$ cat src/rtl/helios_stream_pkg.sv
// Shared stream helpers: FIFO word layout {last, data}, beat-slot indexing and counter sizing.
package helios_stream_pkg;

  localparam int DEF_IN_WIDTH = 4;
  // The FIFO word carries the last flag directly above the payload.
  localparam int LAST_BIT     = DEF_IN_WIDTH;
  localparam int FIFO_WIDTH   = DEF_IN_WIDTH + 1;

  function automatic int cnt_width(input int num_beats);
    return $clog2(num_beats + 1);
  endfunction

  function automatic int slot_lsb(input int slot, input int in_width);
    return slot * in_width;
  endfunction

  function automatic logic fifo_last(input logic [FIFO_WIDTH-1:0] word);
    return word[LAST_BIT];
  endfunction

  function automatic logic [DEF_IN_WIDTH-1:0] fifo_data(input logic [FIFO_WIDTH-1:0] word);
    return word[DEF_IN_WIDTH-1:0];
  endfunction

endpackage

$ cat src/rtl/syndrome_round_assembler.sv
// Packs NUM_BEATS narrow syndrome beats (or fewer, ended by in_last) into one round word.
// Optional `define ROUND_ID_EN adds out_round_id, a count of rounds already handed off.
module syndrome_round_assembler
  import helios_stream_pkg::*;
#(
  parameter  int IN_WIDTH   = 4,
  parameter  int NUM_BEATS  = 8,
  parameter  int ROUND_ID_W = 16,
  localparam int OUT_WIDTH  = IN_WIDTH * NUM_BEATS,
  localparam int CNT_W      = cnt_width(NUM_BEATS)
) (
  input  logic                  clk,
  input  logic                  srst,
  input  logic                  in_valid,
  output logic                  in_ready,
  input  logic [IN_WIDTH-1:0]   in_data,
  input  logic                  in_last,
  output logic                  out_valid,
  input  logic                  out_ready,
  output logic [OUT_WIDTH-1:0]  out_data,
  output logic [CNT_W-1:0]      out_beats
`ifdef ROUND_ID_EN
  ,
  output logic [ROUND_ID_W-1:0] out_round_id
`endif
);

  logic [OUT_WIDTH-1:0] acc_q, acc_d;
  logic [CNT_W-1:0]     beat_cnt_q, beat_cnt_d;
  logic [OUT_WIDTH-1:0] out_data_q, out_data_d;
  logic [CNT_W-1:0]     out_beats_q, out_beats_d;
  logic                 out_valid_q, out_valid_d;

  logic                 accept;
  logic                 complete;
  logic                 handoff;
  logic [OUT_WIDTH-1:0] merged;

  // Ready is purely a function of output-register occupancy so upstream can't form a loop.
  assign in_ready = !srst && (!out_valid_q || out_ready);
  assign accept   = in_valid && in_ready;
  assign handoff  = out_valid_q && out_ready;
  assign complete = accept && (in_last || (beat_cnt_q == CNT_W'(NUM_BEATS - 1)));

  // Slots above beat_cnt are always zero because the accumulator clears on completion.
  always_comb begin
    merged = acc_q;
    for (int k = 0; k < NUM_BEATS; k++) begin
      if (beat_cnt_q == CNT_W'(k)) merged[slot_lsb(k, IN_WIDTH) +: IN_WIDTH] = in_data;
    end
  end

  always_comb begin
    acc_d       = acc_q;
    beat_cnt_d  = beat_cnt_q;
    out_data_d  = out_data_q;
    out_beats_d = out_beats_q;
    out_valid_d = out_valid_q;
    if (accept) begin
      acc_d      = merged;
      beat_cnt_d = beat_cnt_q + CNT_W'(1);
    end
    if (complete) begin
      acc_d       = '0;
      beat_cnt_d  = '0;
      out_data_d  = merged;
      out_beats_d = beat_cnt_q + CNT_W'(1);
      out_valid_d = 1'b1;
    end else if (handoff) begin
      out_valid_d = 1'b0;
    end
  end

  always_ff @(posedge clk) begin
    if (srst) begin
      acc_q       <= '0;
      beat_cnt_q  <= '0;
      out_data_q  <= '0;
      out_beats_q <= '0;
      out_valid_q <= 1'b0;
    end else begin
      acc_q       <= acc_d;
      beat_cnt_q  <= beat_cnt_d;
      out_data_q  <= out_data_d;
      out_beats_q <= out_beats_d;
      out_valid_q <= out_valid_d;
    end
  end

  assign out_data  = out_data_q;
  assign out_beats = out_beats_q;
  assign out_valid = out_valid_q;

`ifdef ROUND_ID_EN
  logic [ROUND_ID_W-1:0] round_id_q, round_id_d;

  // Wraps naturally at 2^ROUND_ID_W.
  always_comb begin
    round_id_d = round_id_q;
    if (handoff) round_id_d = round_id_q + ROUND_ID_W'(1);
  end

  always_ff @(posedge clk) begin
    if (srst) round_id_q <= '0;
    else      round_id_q <= round_id_d;
  end

  assign out_round_id = round_id_q;
`endif

endmodule

$ cat config.mk
export PLATFORM = sky130hd
export DESIGN_NAME = syndrome_round_assembler
export DESIGN_NICKNAME = d
export VERILOG_FILES = /design/src/rtl/helios_stream_pkg.sv /design/src/rtl/syndrome_round_assembler.sv
export SDC_FILE = /design/constraint.sdc
export NUM_CORES = 1
export LEC_CHECK = 0
export CORE_ASPECT_RATIO = 1.25
export CORE_UTILIZATION = 57
export CTS_CLUSTER_SIZE = 14
export DETAILED_ROUTE_END_ITERATION = 8
export GPL_ROUTABILITY_DRIVEN = 0
export HOLD_SLACK_MARGIN = 0.12
export PLACE_DENSITY = 0.91
export SLEW_MARGIN = 40
export SYNTH_ARGS = -nofsm -noshare
export SYNTH_HDL_FRONTEND = slang
export SYNTH_SLANG_ARGS = --single-unit
$ cat constraint.sdc
create_clock -name clk -period 3.17 [get_ports clk]
set_input_delay 0.951 -clock clk [delete_from_list [all_inputs] [get_ports clk]]
set_output_delay 0.951 -clock clk [all_outputs]
set_load 0.03 [all_outputs]
* Word-level counts from Yosys, hierarchy flattened *
Cells that the tools add are included.

word-level totals
  output and inout port bits = 38
  bits of input ports = 9
  bits in registers = 73
  logic and storage cells = 34

cells by class
  add/sub/neg operators = 1
  reduce and logical (&&, ||, !) cells = 11
  multiplexer cells = 10
  eq/ne operators = 7

operator list
  operator               number
  $mux W4                8
  $eq A4 B3 Y1 const B   4
  $eq A4 B2 Y1 const B   2
  $add A4 B1 Y4 const B  1
  $eq A4 B1 Y1 const B   1
  $logic_and A1 B1 Y1    4
  $logic_not A4 Y1       1
  $logic_not A1 Y1       2
  $logic_or A1 B1 Y1     2
  $mux W1                2
  $reduce_bool A2 Y1     1
  $reduce_or A2 Y1       1

* Logic depth before layout (Yosys ltp) *
  depth after elaboration = 6
  depth in mapped cells = 7
  gate-level depth less buffers = 6

* Worst setup path before layout *
OpenSTA, ideal clock, no wires.

  path kind = input to output
  from = input port srst
  to = output port in_ready
  setup slack = 0.456 ns
  buffers on the path = 2
  stages = 3
  required time = 2.219 ns
  arrival time = 1.763 ns
  cell sequence = clkbuf_1 > clkbuf_1 > nor2_1

between the ends
  word-level cells in the longest chain between the ends = 2

RTL lines
  what                 RTL line                        text
  start, declared      syndrome_round_assembler.sv:13  input logic srst,
  $logic_not A1 Y1     syndrome_round_assembler.sv:40  assign in_ready = !srst && (!out_valid_q || out_ready);
  $logic_and A1 B1 Y1  syndrome_round_assembler.sv:40
  end, declared        syndrome_round_assembler.sv:15  output logic in_ready,

No other way between the ends.

* Final worst setup path *
  from = input port out_ready
  to = output port in_ready

between the ends
  word-level cells in the longest chain between the ends = 2

RTL lines
  what                 RTL line                        text
  start, declared      syndrome_round_assembler.sv:19  input logic out_ready,
  $logic_or A1 B1 Y1   syndrome_round_assembler.sv:40
  $logic_and A1 B1 Y1  syndrome_round_assembler.sv:40

No other way between the ends.

==> results.py <==
metrics = {
    "run_status": {
        "status": "completed",
    },
    "synthesis": {
        "synth_cells": 339,
        "syn_avg_cell_area_um2": 9.009,
        "ys_top_cells_by_area": "dfxtp_1 (48%), nor2_1 (12%), mux2_2 (10%)",
        "ys_ff_latch": 73,
        "synthFlopType": "dfxtp_1",
        "synth.net_count": 352,
        "syn-cell-area_mm2": 0.003054,
        "synth_edf_count": 0,
        "synth_cell_types": 31,
        "ys_warn_count": 0,
        "ys_seq_area_share_pct": 47.85,
        "synth_top_area_cell": "dfxtp_1",
        "synth_top_area_share_pct": 47.85,
        "async_reset_ff_share_pct": 0,
    },
    "power": {
        "internal-power_uw": 1709,
        "switching_share_pct": 22.82,
        "p_leak_uw": 0.001497,
        "irDropWorstVdd_mv": 0.4082,
        "p_comb_share_pct": 9.9,
        "clockPowerShare_pct": 47.0,
        "seqPwrFrac_pct": 43.1,
        "p_per_area_mw_per_mm2": 576.4,
        "switchingPower_uw": 505.3,
    },
    "timing": {
        "period_share_pct": 85.26,
        "rsz0062_at_grt": "no",
        "relSlewSlack_pct": 49.68,
        "finalHoldViolCount": 0,
        "finalSetupTns_ns": 0,
        "drv_slew": 0,
        "fin_crit_ns": 2.703,
        "setup_viol_count_final": 0,
        "fmax_ghz": 0.3700,
        "finClkSkew_ns": 0.008826,
        "tightest_slew_ns": 0.7525,
    },
    "global_route": {
        "overflow": 0,
        "grt_pass1_vias": 2440,
        "antenna_found_initial": 0,
        "grt_usage_pct": 26.63,
        "grt_pass1_wl_um": 11390,
        "grt_max_degree": 53,
    },
    "clocking": {
        "holdBufCountCts": 0,
        "clockBufferDepth": 2,
        "numCtsBuffers": 9,
        "h-tree-depth": 3,
        "cts.clk_slew.worst_paths_ns": 0.07,
        "clock_latency_ns": 0.35,
        "post-cts-setup-buffers": 0,
        "clockRootBuffer": "clkbuf_8",
        "clock-sinks": 73,
        "cts-resized-gates": 0,
        "cts_tree": "yes",
    },
    "floorplan": {
        "die_h_um": 83.84,
        "fp.dieArea_mm2": 0.005657,
        "start_util_pct": 59.70,
        "die_x_um": 67.47,
        "coreArea_mm2": 0.005116,
        "std_cell_rows": 29,
        "ios": 47,
    },
    "cells_and_area": {
        "antenna_cells": 0,
        "final-seq-area_mm2": 0.001461,
        "layout-drive-gt1-share_pct": 16.36,
        "finish.net_count": 393,
        "multi_input_area_mm2": 0.001476,
        "synthToLayoutAreaGrowth_pct": 25.81,
        "fin_util_pct": 75.10,
        "nFillCells": 354,
    },
    "routing": {
        "wl_met2_um": 3474,
        "detail-route-antenna-nets": 0,
        "routedWlPerCell_um": 15.29,
        "dr_total_vias": 2555,
        "drcViolationCount": 0,
        "met3WireLength_um": 316,
        "routed_wl_um": 6834,
        "dr.pass1.iters": 4,
        "vias_per_cell": 5.716,
        "drt_iter0_drc": 170,
        "routed.top_layer": "met4",
        "met1_length_um": 2929,
    },
    "min_path": {
        "hold_class": "reg2reg",
        "hold_start": "acc_q[31]",
    },
    "flow_run": {
        "maxCapViolCount": 0,
    },
    "worst_setup_path": {
        "crit_path_start": "out_ready",
        "cp_data_arrival_time_ns": 1.75,
        "cp-end-kind": "primary output",
        "start_kind": "primary input",
        "required_ns": 2.22,
        "worstReg2RegStart": "beat_cnt_q[0]",
        "setup.worst_path.class": "in2out",
        "path_max_fanout": 2,
    },
    "placed_design": {
        "dp_hpwl_um": 4125,
        "io_buffers": 46,
    },
}
## layout by cell type (no fill, tap or decap), drive strengths merged, types with 2 or more instances in the layout
master and count:
nor3 29, a311oi 4, a22oi 29, nand3b 4, ha 4, a211oi 3
nor2b 2, inv 3, nor2 99, dfxtp 73, bufinv 5, nor3b 4
mux2 28, nand2 12, nand3 2, a21oi 6, clkbuf 9, nand2b 2
xnor2 2, clkdlybuf4s50 44, and2 4, buf 10
## metal layers
layer | vias to the layer above | global-route usage [%]
li1 | 1247 | -
met1 | 1223 | 33.62
met2 | 74 | 43.02
met3 | 11 | 4.235
met4 | 0 | 12.57
met5 | - | 0
## power by group through the flow
| stage | registers [uW] | clock network [uW] | logic [uW] |
|---|---|---|---|
| after floorplan | 1020 | 0 | 89.8 |
| after global placement | 975 | 0 | 213 |
| after detailed placement | 976 | 0 | 217 |
| after CTS | 955 | 1040 | 220 |
| after global routing | 958 | 1080 | 234 |
| final | 955 | 1040 | 220 |
## per-stage QoR
stage / cell area (um^2) / worst slack (ns) / hold WS [ns] / total power (uW) / std cells
global placement: 3552 / 0.4849 / 0.4423 / 1188 / 431
floorplan: 3054 / 0.4556 / 0.4296 / 1110 / 339
CTS: 3842 / 0.4563 / 0.4670 / 2216 / 447
finish: 3842 / 0.4673 / 0.4662 / 2215 / 447
global route: 3842 / 0.4177 / 0.5029 / 2269 / 447
detailed placement: 3552 / 0.4579 / 0.4443 / 1194 / 431
## worst paths after layout
check | endpoint | slack [ns] | cells past startpoint
hold / removal | acc_q[31] | 0.47 | 1
setup reg to reg | out_data[24] | 0.98 | 6
setup / recovery | in_ready | 0.47 | 4
hold reg to reg | acc_q[31] | 0.47 | 1
## state kept, by name (all words and copies together), names as in the netlist
name        flops
acc_q          32
out_data       32
beat_cnt_q      4
out_beats       4
out_valid       1
## cells in the mapped netlist (all sizes together), types with 2 or more instances
library cell	n
nand3b	4
nand2b	2
a211oi	3
buf	12
inv	3
mux2	28
a311oi	4
a22oi	29
xnor2	2
nor2b	2
a21oi	6
dfxtp	73
nor3b	4
nand3	2
ha	4
clkbuf	12
nor3	29
nand2	12
nor2	99
and2	4
## area by class of cell
type	instances	area share (%)
timing repair buffer	54	13.68
sequential	73	38.03
clock inverter	7	4.331
clock buffer	9	3.224
multi-input combinational	239	38.42
tap	62	2.019
inverter	3	0.2931
## critical path, stage by stage
cell             delay (ns)
clkdlybuf4s50_1        0.41
nor2b_1                0.15
nor2_1                 0.05
buf_4                  0.18
## cell families (layout without fill, tap and decap cells)
logic type,after synthesis,count (layout),share of synthesized area (%)
compound gates,44,44,11.39
xor+xnor,2,2,0.5736
fa+ha+maj,4,4,1.639
buf+inv,27,73,4.097
flops,73,73,47.85
mux,28,28,10.32
simple gates,161,161,24.13
(Power assumes the default switching activity.)
